==> src/rtl/bfxp_arbiter.sv <==
// bfxp_arbiter: round-robin front end that shares one bit-field
// extract/place unit between NREQ requesters. It issues at most one
// operation per cycle, follows each operation through the unit's fixed
// latency, and parks every result in a per-requester response slot until
// that requester takes it.
module bfxp_arbiter #(
   parameter int unsigned NREQ    = 4,
   parameter int unsigned LATENCY = 1
) (
   input  logic                 clock,
   input  logic                 reset,
   input  logic [NREQ-1:0]      req_valid,
   output logic [NREQ-1:0]      req_ready,
   input  logic [NREQ*32-1:0]   req_rs1,
   input  logic [NREQ*5-1:0]    req_start,
   input  logic [NREQ*5-1:0]    req_len,
   input  logic [NREQ*5-1:0]    req_dest,
   output logic [NREQ-1:0]      rsp_valid,
   input  logic [NREQ-1:0]      rsp_ready,
   output logic [NREQ*32-1:0]   rsp_rd,
   output logic [31:0]          bfxp_rs1,
   output logic [4:0]           bfxp_start,
   output logic [4:0]           bfxp_len,
   output logic [4:0]           bfxp_dest,
   input  logic [31:0]          bfxp_rd,
   output logic                 busy
);

   localparam int unsigned TW = (NREQ > 1) ? $clog2(NREQ) : 1;

   // pend[i]: requester i has an operation in the unit or a result waiting
   logic [NREQ-1:0] pend;
   // Round-robin pointer: index of the highest-priority requester
   logic [TW-1:0]   ptr;
   // Low for exactly one cycle after reset so no grant happens in that cycle
   logic            armed;

   // In-flight tracking through the shared unit's latency
   logic            pipe_v   [LATENCY];
   logic [TW-1:0]   pipe_tag [LATENCY];

   logic [NREQ-1:0] elig;
   logic            gnt_any;
   logic [TW-1:0]   gnt_idx;

   // Round-robin grant: two passes (indices at/above ptr, then below ptr)
   // give the same order as a wrapping search without modulo arithmetic.
   always_comb begin
      elig    = req_valid & ~pend;
      gnt_any = 1'b0;
      gnt_idx = '0;
      if (armed && !reset) begin
         for (int unsigned k = 0; k < NREQ; k++) begin
            if (!gnt_any && elig[k] && (k >= 32'(ptr))) begin
               gnt_any = 1'b1;
               gnt_idx = TW'(k);
            end
         end
         for (int unsigned k = 0; k < NREQ; k++) begin
            if (!gnt_any && elig[k] && (k < 32'(ptr))) begin
               gnt_any = 1'b1;
               gnt_idx = TW'(k);
            end
         end
      end
   end

   // Handshake back to the winner and operand mux toward the shared unit
   always_comb begin
      req_ready  = '0;
      bfxp_rs1   = '0;
      bfxp_start = '0;
      bfxp_len   = '0;
      bfxp_dest  = '0;
      for (int unsigned k = 0; k < NREQ; k++) begin
         if (gnt_any && (gnt_idx == TW'(k))) begin
            req_ready[k] = 1'b1;
            bfxp_rs1     = req_rs1[32*k +: 32];
            bfxp_start   = req_start[5*k +: 5];
            bfxp_len     = req_len[5*k +: 5];
            bfxp_dest    = req_dest[5*k +: 5];
         end
      end
   end

   // Post-reset arming flag
   always_ff @(posedge clock) begin
      if (reset) begin
         armed <= 1'b0;
      end else begin
         armed <= 1'b1;
      end
   end

   // Pointer advances past the winner; holds when nothing is granted
   always_ff @(posedge clock) begin
      if (reset) begin
         ptr <= '0;
      end else if (gnt_any) begin
         if (gnt_idx == TW'(NREQ - 1)) begin
            ptr <= '0;
         end else begin
            ptr <= gnt_idx + TW'(1);
         end
      end
   end

   // Shift register carrying {valid, tag} alongside the unit's latency
   always_ff @(posedge clock) begin
      if (reset) begin
         for (int unsigned s = 0; s < LATENCY; s++) begin
            pipe_v[s]   <= 1'b0;
            pipe_tag[s] <= '0;
         end
      end else begin
         pipe_v[0]   <= gnt_any;
         pipe_tag[0] <= gnt_idx;
         for (int unsigned s = 1; s < LATENCY; s++) begin
            pipe_v[s]   <= pipe_v[s-1];
            pipe_tag[s] <= pipe_tag[s-1];
         end
      end
   end

   // Response slots: capture returning results, drain on handshake,
   // and track the pending flag from grant until drain.
   always_ff @(posedge clock) begin
      if (reset) begin
         rsp_valid <= '0;
         rsp_rd    <= '0;
         pend      <= '0;
      end else begin
         for (int unsigned k = 0; k < NREQ; k++) begin
            if (rsp_valid[k] && rsp_ready[k]) begin
               rsp_valid[k] <= 1'b0;
               pend[k]      <= 1'b0;
            end
            if (pipe_v[LATENCY-1] && (pipe_tag[LATENCY-1] == TW'(k))) begin
               rsp_valid[k]        <= 1'b1;
               rsp_rd[32*k +: 32]  <= bfxp_rd;
            end
            if (gnt_any && (gnt_idx == TW'(k))) begin
               pend[k] <= 1'b1;
            end
         end
      end
   end

   assign busy = |pend;

endmodule
==> config.mk <==
export PLATFORM = sky130hd
export DESIGN_NAME = bfxp_arbiter
export DESIGN_NICKNAME = d
export VERILOG_FILES = /design/src/rtl/bfxp_arbiter.sv
export SDC_FILE = /design/constraint.sdc
export NUM_CORES = 1
export LEC_CHECK = 0
export CELL_PAD_IN_SITES_DETAIL_PLACEMENT = 1
export CELL_PAD_IN_SITES_GLOBAL_PLACEMENT = 2
export CORE_ASPECT_RATIO = 1.25
export CORE_UTILIZATION = 21
export CTS_CLUSTER_SIZE = 8
export DETAILED_ROUTE_END_ITERATION = 6
export GPL_TIMING_DRIVEN = 0
export PLACE_DENSITY = 0.87
export SYNTH_ARGS = -nofsm -noshare
export SYNTH_HDL_FRONTEND = slang
export SYNTH_SLANG_ARGS = --single-unit
==> constraint.sdc <==
create_clock -name clock -period 5.8 [get_ports clock]
set_input_delay 1.16 -clock clock [delete_from_list [all_inputs] [get_ports clock]]
set_output_delay 1.16 -clock clock [all_outputs]
set_load 0.01 [all_outputs]
== After elaboration in Yosys (flattened, before gate mapping) ==
Memory sizes are Yosys's and may differ from the RTL's.
Cells that the tools add are included.
Storage, ports and cells
  memory bits (writable): 3
  bits in registers: 139
  word-level logic and storage cells: 137
  output and inout bits: 184
  input port bits: 230
  memories kept: 2
Operators by class
  $add $sub $neg: 1
  muxes and demuxes: 61
  $lt $le $gt $ge: 6
  equality and inequality tests: 6
  reduce and logical (&&, ||, !) cells: 45
  bitwise logic cells: 2
Memories
  pipe_tag: depth 1, bits a word 2, read ports 1, clocked after memory_dff 0, write ports 1, RTL line 40  | logic [TW-1:0] pipe_tag [LATENCY];
  pipe_v: depth 1, bits a word 1, read ports 1, clocked after memory_dff 0, write ports 1, RTL line 39  | logic pipe_v [LATENCY];
Operators with widths (number)
  32-bit 2-to-1 mux: 4
  5-bit 2-to-1 mux: 12
  1-bit 2-to-1 mux: 37
  1-bit logical AND: 25
  2-bit 2-to-1 mux: 8
  2-bit nonzero test: 8
  2-bit == test (second input constant): 4
  1-bit logical NOT: 7
  4-bit AND: 1
  2-bit by 1-bit == test with 1-bit output (second input constant): 2
  1-bit by 2-bit >= comparator with 1-bit output (first input constant): 2
  2-bit logical NOT: 2
  1-bit by 2-bit less-than comparator with 1-bit output (first input constant): 2
  4-bit inverter: 1
  4-bit OR reduction: 1
  2-bit by 1-bit adder with 2-bit output (second input constant): 1
  2-bit >= comparator (first input constant): 1
  2-bit less-than comparator (first input constant): 1
  2-bit OR reduction: 1
  1-bit OR reduction: 1

== Longest topological paths before layout ==
Gate-level depths: netlist of run 1.
  depth after elaboration: 40
  depth in mapped cells: 10
  mapped depth without buffers: 7

== Worst setup path before layout of run 1 ==
No wires, ideal clock.
  kind: input to output
  start: in reset
  end: out bfxp_len[1]
  stages: 10
  data arrival time: 3151 ps
  buffers on the path: 3
  data required time: 4640 ps
  path slack: 1489 ps
  cells stage by stage: buf_2 > nor2b_2 > a21boi_0 > and3_1 > ha_1 > buf_2 > buf_2 > a21oi_1 > a221oi_1 > o21a_1
Between the ends
  longest elaborated chain between the ends: 9
  elaborated cells on any way between the ends: 16
  classes of those cells: 3 x eq/ne; 6 x mux; 7 x reduce/logical
RTL lines
  start, declared: RTL line 11  | input logic reset,
  1-bit logical NOT (*): RTL line 52  | if (armed && !reset) begin
  1-bit logical AND (*): RTL line 52
  2-bit 2-to-1 mux (*): RTL line 52
  named net gnt_idx[0]: RTL line 44  | logic [TW-1:0] gnt_idx;
  2-bit logical NOT: RTL line 76  | if (gnt_any && (gnt_idx == TW'(k))) begin
  1-bit logical AND: RTL line 76
  5-bit 2-to-1 mux (3 in a row): RTL line 76
  5-bit 2-to-1 mux (*): RTL line 76
  end, declared: RTL line 23  | output logic [4:0] bfxp_len,
The timed path passes the listed nets; every way through them passes the cells marked *.

== Final worst setup path of run 1 ==
  start: in req_valid[0]
  end: out bfxp_rs1[0]
Between the ends
  longest elaborated chain between the ends: 39
  elaborated cells on any way between the ends: 52
  classes of those cells: 3 x eq/ne; 25 x mux; 1 x bitwise; 23 x reduce/logical
RTL lines
  start, declared: RTL line 12  | input logic [NREQ-1:0] req_valid,
  4-bit AND (*): RTL line 49  | elig = req_valid & ~pend;
  1-bit logical AND: RTL line 54  | if (!gnt_any && elig[k] && (k >= 32'(ptr))) begin
  1-bit 2-to-1 mux: RTL line 54
  1-bit 2-to-1 mux: RTL line 52
  1-bit logical NOT: RTL line 54
  1-bit logical AND (2 in a row): RTL line 54
  1-bit 2-to-1 mux: RTL line 54
  1-bit 2-to-1 mux: RTL line 52
  [... 19 more ...]
  1-bit logical NOT: RTL line 60  | if (!gnt_any && elig[k] && (k < 32'(ptr))) begin
  1-bit logical AND (2 in a row): RTL line 60
  2-bit 2-to-1 mux: RTL line 60
  2-bit 2-to-1 mux: RTL line 52
  2-bit logical NOT: RTL line 76
  1-bit logical AND: RTL line 76
  32-bit 2-to-1 mux (3 in a row): RTL line 76
  32-bit 2-to-1 mux (*): RTL line 76
  end, declared: RTL line 21  | output logic [31:0] bfxp_rs1,
Mark *: on every way between the ends. The rest lies on a longest branch, timed or not. The select of a mux whose other input is x is not followed.

==> results of run 1 <==
[worst paths after layout]
kind | from | endpoint | slack, ps | depth (start not counted)
min | rsp_rd[31] | rsp_rd[31] | 450 | 2
max reg2reg | armed | pend[3] | 3280 | 7
min reg2reg | rsp_rd[31] | rsp_rd[31] | 450 | 2
max | req_valid[0] | bfxp_rs1[0] | 240 | 11
[routing by layer]
metal / vias to the layer above / track usage, %
li1: 4104 / -
met1: 4112 / 20.5
met2: 309 / 40.8
met3: 50 / 7.00
met4: 8 / 7.02
met5: - / 0
[synth_stat cells, drive strengths merged (3+ instances only)]
cell    instances
nand2         262
inv            49
a221oi         47
nand3b         49
and3            3
nand2b          7
buf            30
a21oi         180
clkbuf         56
a32o            4
ha              4
and2           51
o21a           47
dfxtp         142
and3b           3
nor2b           6
[registers in the layout (all words and copies together) (netlist names)]
name	cells
pend	4
rsp_rd	128
rsp_valid	4
ptr	2
armed	1
pipe_v	1
pipe_tag	2
[per-stage QoR]
stage	utilization [%]	hold slack, ps	power (mW)	TNS (ps)
2_1_floorplan	-	461	1.24	0
3_3_place_gp	35.1	441	1.57	-165
3_5_place_dp	35.1	446	1.58	-530
4_1_cts	36.9	455	2.70	0
5_1_grt	37.0	471	2.77	0
6_report	37.0	453	2.66	0
[worst max-delay path, cell delays in order]
cell and delay [ps]:
clkdlybuf4s50_1 480, nor2b_2 250, a21oi_1 140, o221ai_1 280, ha_2 290, buf_2 270, buf_2 300, a21oi_1 110
a221oi_1 290, o21a_1 250, clkdlybuf4s50_1 560
[cell families (layout without fill, tap and decap cells)]
kind of cell	count (synthesis)	after routing	synth area share, %
buf+inv	135	580	8.08
compound gates	287	287	25.3
simple gates	387	387	25.9
flops	142	142	39.9
other cells	0	3	0
fa+ha+maj	4	4	0.703
mux	1	1	0.158
[final cells by class]
type,instances,area [um2],share of cell area (%)
Timing Repair Buffer,413,4130,33.3
Multi-Input combinational cell,679,3720,30.0
Sequential cell,142,2840,22.9
Tap cell,423,529,4.27
Clock buffer,19,433,3.49
Buffer,86,399,3.22
Inverter,49,184,1.48
Clock inverter,13,156,1.26
Antenna cell,3,7.51,0.0605
[power breakdown]
group	switching (mW)	internal [mW]	leakage, nW
Clock	0.463	0.644	0.281
Sequential	0.0141	0.997	1.15
Combinational	0.246	0.300	2.99
[repair_timing]
action                                  4_1_cts  5_1_grt
buffers inserted                              0        1
hold buffers                                  0        0
gates resized for setup                       4        8
pin swaps                                     0        1
endpoints found under the setup margin       15       37
==> impl_metrics.tcl, run 1 <==
set metrics [dict create \
    hold_viol 0 \
    drtIter0Drc 375 \
    ios 414 \
    ir_drop_mv 0.179 \
    synth_edf_count 0 \
    critPathKind "primary input to primary output" \
    ys_seq_area_share_pct 39.9 \
    status "complete, no violations" \
    final_common_cell "clkdlybuf4s50_1" \
    ys_ff_latch 142 \
    portBuffers 412 \
    coreArea_mm2 0.0335 \
    clockBufferDepth 2 \
    first_global_vias 8760 \
    final_cell_mix "clkdlybuf4s50_1, nand2_1, a21oi_1" \
    layout_setup_ws_ps 245 \
    start_kind "primary input" \
    fin_cells 1827 \
    power.density_mw_per_mm2 215 \
    clock_skew_ps 9.05 \
    power.leakage_nw 4.42 \
    met2_wirelength_mm 19.9 \
    start_util_pct 21.3 \
    drive_above_1_share_pct 5.42 \
    dp.cells 1791 \
    crit_fanout 10 \
    ys.flop_type "dfxtp_1" \
    die_y_um 208 \
    grt-ovfl-total 0 \
    vias 8583 \
    routedWlPerCell_um 20.4 \
    rsz0062_at_grt "false" \
    hold_path.class "flop to flop" \
    yosysWarnings 0 \
    pre_cts_ws_ps -159 \
    fin_crit_sh_pct 95.8 \
    syn-num-nets 1190 \
    synth_area_leaders "dfxtp_1, nand2_1, a21oi_1" \
    dpl_cell_area_mm2 0.0118 \
    fin_area_mm2 0.0124 \
    clock_latency_ps 430 \
    wirelength_mm 37.3 \
    maxSlewHeadroom_pct 53.1 \
    gp_congestion 0.850 \
    end_kind "primary output" \
    worstMarginPinSlew_ps 704 \
    fmax_mhz 180 \
    vias_per_cell 4.70 \
    cap_violations 0 \
    numClockSinks 142 \
    std_cell_rows 75 \
    maxUsedRoutingLayer "met5" \
    ant_nets 0 \
    grt_use_total_pct 21.0 \
    syn_inst 956 \
    syn_area_per_cell_um2 7.45 \
    grt_max_degree 17 \
    required_ps 4640 \
    syn_to_final_growth_pct 74.2 \
    final-setup-viol-count 0 \
    antenna_found_initial 7 \
    synth_async_sr_flop_share_pct 0 \
    dr_wl_met3_mm 3.06 \
    fin_nets 1622 \
    fill_cells 4019 \
    met1Wirelength_mm 13.4 \
    numCtsBuffers 17 \
    clk_pin_slew_worst_paths_ps 70 \
    netlist.area_leader.share_pct 39.9 \
    grt_pass1_wl_mm 54.8 \
    yosysUniqueCellTypes 32 \
    syn_area_mm2 0.00712 \
    first_pass_iters 4 \
    drc 0 \
    yosysTopAreaCell "dfxtp_1" \
    root_buffer "clkbuf_16" \
    htree_num_levels 4 \
    dp_hpwl_mm 29.9 \
    period_needed_ps 5560 \
    cts_tree "yes" \
    cp.arrival_ps 4400 \
    die_w_um 167 \
    die_area_mm2 0.0347 \
    drv_slew 0 \
]
Power figures use the tool's default switching activity.
==> run 2: changes to the inputs <==
--- a/config.mk
+++ b/config.mk
@@ -13,6 +13,7 @@
 export DETAILED_ROUTE_END_ITERATION = 6
 export GPL_TIMING_DRIVEN = 0
 export PLACE_DENSITY = 0.87
+export SKIP_CTS_REPAIR_TIMING = 1
 export SYNTH_ARGS = -nofsm -noshare
 export SYNTH_HDL_FRONTEND = slang
 export SYNTH_SLANG_ARGS = --single-unit
==> run 2 against run 1 <==
  * Register-to-register slack gained 120 ps
  * Cell count is the same
  * Clock-buffer cell count is the same
  * Worst hold slack is the same
  * Sequential power is essentially flat
  * Clock power is essentially flat
  * Sequential share of layout area is essentially flat
  * Die area is the same
  * Critical path depth is the same
  * Worst setup slack lost 13 ps
  * Clock skew is essentially flat
  * Via count grew 0.26%
==> impl_metrics.tcl, run 2 (synthesized netlist as in run 1, its figures left out) <==
set metrics [dict create \
    critPathSlowestCell "clkdlybuf4s50_1" \
    end_kind "primary output" \
    critPathTopFamily "buffers and inverters" \
    fin_nets 1622 \
    crit_buf_inv 4 \
    cp.arrival_ps 4410 \
    final-setup-viol-count 0 \
    numCtsBuffers 17 \
    antenna_found_initial 7 \
    dp_hpwl_mm 29.9 \
    crit_chain "clkdlybuf4s50_1, nor2b_2, a21oi_1, o221ai_1, ha_2, buf_2, buf_2, a21oi_1, a221oi_1, o21a_1, clkdlybuf4s50_1" \
    use_met1_pct 20.5 \
    coreArea_mm2 0.0335 \
    status "complete, no violations" \
    holdWs_ps 453 \
    critPathKind "primary input to primary output" \
    drc 0 \
    fin_crit_sh_pct 96.0 \
    htree_num_levels 4 \
    wirelength_mm 37.3 \
    cap_violations 0 \
    ir_drop_mv 0.178 \
    period_needed_ps 5570 \
    clk_pin_slew_worst_paths_ps 70 \
    start_util_pct 21.3 \
    power.density_mw_per_mm2 215 \
    die_area_mm2 0.0347 \
    maxSlewHeadroom_pct 53.1 \
    slowest_delay_ps 560 \
    hold_viol 0 \
    numClockSinks 142 \
    fmax_mhz 180 \
    grtUsageMet2_pct 40.8 \
    vias 8605 \
    largest_register_ffs 128 \
    first_pass_iters 4 \
    p_switching_uw 723 \
    final_common_cell "clkdlybuf4s50_1" \
    hold_path.class "flop to flop" \
    grt_util_met3_pct 7.00 \
    swShare_pct 27.2 \
    ant_nets 0 \
    drive_above_1_share_pct 5.57 \
    clockBufferDepth 2 \
    clock_skew_ps 9.05 \
    power.total_mw 2.66 \
    grt_max_degree 17 \
    combPwrFrac_pct 20.5 \
    drv_slew 0 \
    grt_pass1_wl_mm 54.8 \
    grt-ovfl-total 0 \
    required_ps 4640 \
    gp_congestion 0.850 \
    p_int_mw 1.94 \
    grt.busiest_layer "met2" \
    start_kind "primary input" \
    grt_use_total_pct 21.0 \
    seqPwrFrac_pct 38.0 \
    crit_fanout 10 \
    clock_latency_ps 430 \
    final_cell_mix "clkdlybuf4s50_1, nand2_1, a21oi_1" \
    ios 414 \
    cts_tree "yes" \
    power.leakage_nw 4.42 \
    clockPowerShare_pct 41.6 \
    die_w_um 167 \
    syn_to_final_growth_pct 74.2 \
    portBuffers 412 \
    first_global_vias 8759 \
    routedWlPerCell_um 20.4 \
    regMostFlops "rsp_rd" \
    root_buffer "clkbuf_16" \
    drtIter0Drc 364 \
    worstMarginPinSlew_ps 704 \
    std_cell_rows 75 \
    die_y_um 208 \
    top_regs "rsp_rd: 128 flops, pend: 4 flops, rsp_valid: 4 flops" \
    r2r_setup_slack_ps 3400 \
    vias_per_cell 4.71 \
    rsz0062_at_grt "true" \
]
[run 2: changes by cell type in the layout (fill, tap and decap cells not counted), sizes merged]
cell	previous run	this run
clkbuf	76	77
buf	30	29
[run 2: worst register-to-register path, stage by stage, from the launching register on]
cell      delay [ps]
dfxtp_1          330
nand2b_1         160
a21boi_0         320
o221a_2          270
ha_1             130
buf_2            180
buf_2            300
clkbuf_1         450
a32o_1           200
[run 2: layout make-up]
type                    count  area [um2]
plain buffers              86         402
clock inverters            13         156
fillers                  4017       21100
flip-flops and latches    142        2840
inverters                  49         184
diodes                      3        7.51
multi-input cells         679        3720
clock buffers              19         433
repair buffers            413        4130
well taps                 423         529
[run 2: path summary, 6_finish.rpt]
kind	start	end	depth (start not counted)
max	req_valid[0]	bfxp_rs1[0]	11
min	rsp_rd[31]	rsp_rd[31]	2
max reg2reg	pend[3]	pend[2]	8
min reg2reg	rsp_rd[31]	rsp_rd[31]	2
[run 2: per-stage QoR]
stage                     std cells  setup WS, ps  setup TNS [ps]  instance area (um2)  util (%)
final                          1827           232               0                12400      37.0
after global routing           1826         -9.22           -9.22                12400      37.0
after CTS                      1823          -165            -716                12400      36.9
after detailed placement       1791          -159            -530                11800      35.1
after global placement         1791          -123            -165                11800      35.1
after floorplan                 956          1490               0                 7120         -
[run 2: metal layers]
| layer | up-vias | wire length (um) |
|---|---|---|
| li1 | 4104 | - |
| met1 | 4127 | 13400 |
| met2 | 312 | 19900 |
| met3 | 54 | 3040 |
| met4 | 8 | 926 |
| met5 | - | 48 |
[run 2: power by group through the flow]
stage | Combinational, mW | Sequential, mW | Clock [mW]
after floorplan | 0.205 | 1.04 | 0
after global placement | 0.543 | 1.03 | 0
after detailed placement | 0.547 | 1.03 | 0
after CTS | 0.551 | 1.01 | 1.13
after global routing | 0.587 | 1.01 | 1.17
final | 0.546 | 1.01 | 1.11
==> run 3: changes to the inputs <==
--- a/config.mk
+++ b/config.mk
@@ -9,10 +9,12 @@
 export CELL_PAD_IN_SITES_GLOBAL_PLACEMENT = 2
 export CORE_ASPECT_RATIO = 1.25
 export CORE_UTILIZATION = 21
+export CTS_BUF_LIST = sky130_fd_sc_hd__clkbuf_4 sky130_fd_sc_hd__clkbuf_8 sky130_fd_sc_hd__clkbuf_16
 export CTS_CLUSTER_SIZE = 8
 export DETAILED_ROUTE_END_ITERATION = 6
 export GPL_TIMING_DRIVEN = 0
 export PLACE_DENSITY = 0.87
+export RECOVER_POWER = 100
 export SKIP_CTS_REPAIR_TIMING = 1
 export SYNTH_ARGS = -nofsm -noshare
 export SYNTH_HDL_FRONTEND = slang
==> run 3 against run 2 <==
  * Combinational power is essentially flat
  * Fmax is essentially flat
  * Clock power is essentially flat
  * Non-clock buffer count is the same
  * Routed wire length grew 0.18%
  * Global-route usage is essentially flat
  * Sequential share of layout area is essentially flat
  * Flip-flop and latch count is the same
  * Worst setup slack lost 1.5 ps
  * First-iteration DRC count shrank 3.0%
  * Die area is the same
  * Highest routed layer unchanged
==> impl_metrics.tcl, run 3 (synthesized netlist as in run 1, its figures left out) <==
set metrics [dict create \
    ff_latch_area_mm2 0.00284 \
    numCtsBuffers 17 \
    drive_above_1_share_pct 5.64 \
    drv_slew 0 \
    clockBufferDepth 2 \
    maxSlewHeadroom_pct 52.8 \
    required_ps 4640 \
    largest_register_ffs 128 \
    routedWlPerCell_um 20.5 \
    drc 0 \
    grt_max_degree 17 \
    final_cell_mix "clkdlybuf4s50_1, nand2_1, a21oi_1" \
    coreArea_mm2 0.0335 \
    wirelength_mm 37.4 \
    die_w_um 167 \
    crit_fanout 10 \
    cap_violations 0 \
    clock_skew_ps 9.04 \
    grt-ovfl-total 0 \
    gp_congestion 0.850 \
    hold_path.class "flop to flop" \
    power.leakage_nw 4.43 \
    portBuffers 412 \
    fin_crit_sh_pct 96.0 \
    dp.cells 1791 \
    fin_nets 1622 \
    fin_cells 1827 \
    final_common_cell "clkdlybuf4s50_1" \
    period_needed_ps 5570 \
    clock_latency_ps 430 \
    vias 8600 \
    hold_viol 0 \
    start_util_pct 21.3 \
    cts_tree "yes" \
    final-setup-viol-count 0 \
    die_area_mm2 0.0347 \
    rsz0062_at_grt "true" \
    root_buffer "clkbuf_16" \
    power.density_mw_per_mm2 215 \
    critPathKind "primary input to primary output" \
    fill_cells 4015 \
    grt_pass1_wl_mm 54.9 \
    std_cell_rows 75 \
    holdWs_ps 452 \
    die_y_um 208 \
    numClockSinks 142 \
    status "complete, no violations" \
    grt_use_total_pct 21.0 \
    worstMarginPinSlew_ps 707 \
    antenna_found_initial 7 \
    clk_pin_slew_worst_paths_ps 70 \
    vias_per_cell 4.71 \
    regMostFlops "rsp_rd" \
    fmax_mhz 180 \
    dp_hpwl_mm 29.9 \
    multi_input_area_mm2 0.00372 \
    drtIter0Drc 353 \
    first_global_vias 8747 \
    start_kind "primary input" \
    htree_num_levels 4 \
    ir_drop_mv 0.178 \
    end_kind "primary output" \
    top_regs "rsp_rd: 128 flops, pend: 4 flops, rsp_valid: 4 flops" \
    cp.arrival_ps 4410 \
    first_pass_iters 4 \
    ios 414 \
    ant_nets 0 \
    syn_to_final_growth_pct 74.3 \
]
run 3: changes by cell type in the layout (fill, tap and decap cells not counted), sizes merged:
cell / previous run / this run
buf: 29 / 28
clkbuf: 77 / 78
run 3: layout make-up:
cell class              count  area share (%)
repair buffers            413            33.3
inverters                  49            1.48
flip-flops and latches    142            22.9
plain buffers              86            3.23
diodes                      3          0.0605
clock inverters            13            1.26
multi-input cells         679            30.0
well taps                 423            4.26
clock buffers              19            3.55
run 3: routing by layer:
| metal | vias to the layer above | GRT usage [%] | part of all wire, % |
|---|---|---|---|
| met2 | 309 | 40.9 | 54 |
| met5 | - | 0 | 0.13 |
| met3 | 48 | 7.13 | 8.3 |
| li1 | 4105 | - | - |
| met4 | 8 | 6.90 | 2.3 |
| met1 | 4130 | 20.5 | 36 |
run 3: stage by stage:
stage | power [mW] | TNS, ps | util, % | cell area [um2] | setup WS [ps]
after floorplan | 1.24 | 0 | - | 7120 | 1490
after global placement | 1.57 | -165 | 35.1 | 11800 | -123
after detailed placement | 1.58 | -530 | 35.1 | 11800 | -159
after CTS | 2.71 | -716 | 36.9 | 12400 | -165
after global routing | 2.78 | -9.22 | 37.0 | 12400 | -9.22
final | 2.67 | 0 | 37.1 | 12400 | 230
run 3: critical path, stage by stage:
cell and delay [ps]:
clkdlybuf4s50_1 480, nor2b_2 250, a21oi_1 140, o221ai_1 290
ha_2 310, buf_2 270, buf_2 300, a21oi_1 100
a221oi_1 320, o21a_1 210, clkdlybuf4s50_1 570
run 3: final timing paths:
kind,startpoint,endpoint,slack [ps],depth (start not counted)
min,rsp_rd[31],rsp_rd[31],450,2
min reg2reg,rsp_rd[31],rsp_rd[31],450,2
max,req_valid[0],bfxp_start[1],230,11
max reg2reg,pend[3],pend[2],3390,8
run 3: report_power, final:
part	switching [mW]	internal (mW)	total [mW]	leakage [nW]
clock	0.463	0.653	1.12	0.288
sequential	0.0140	0.997	1.01	1.15
combinational	0.247	0.300	0.546	2.99
total	0.724	1.95	2.67	4.43
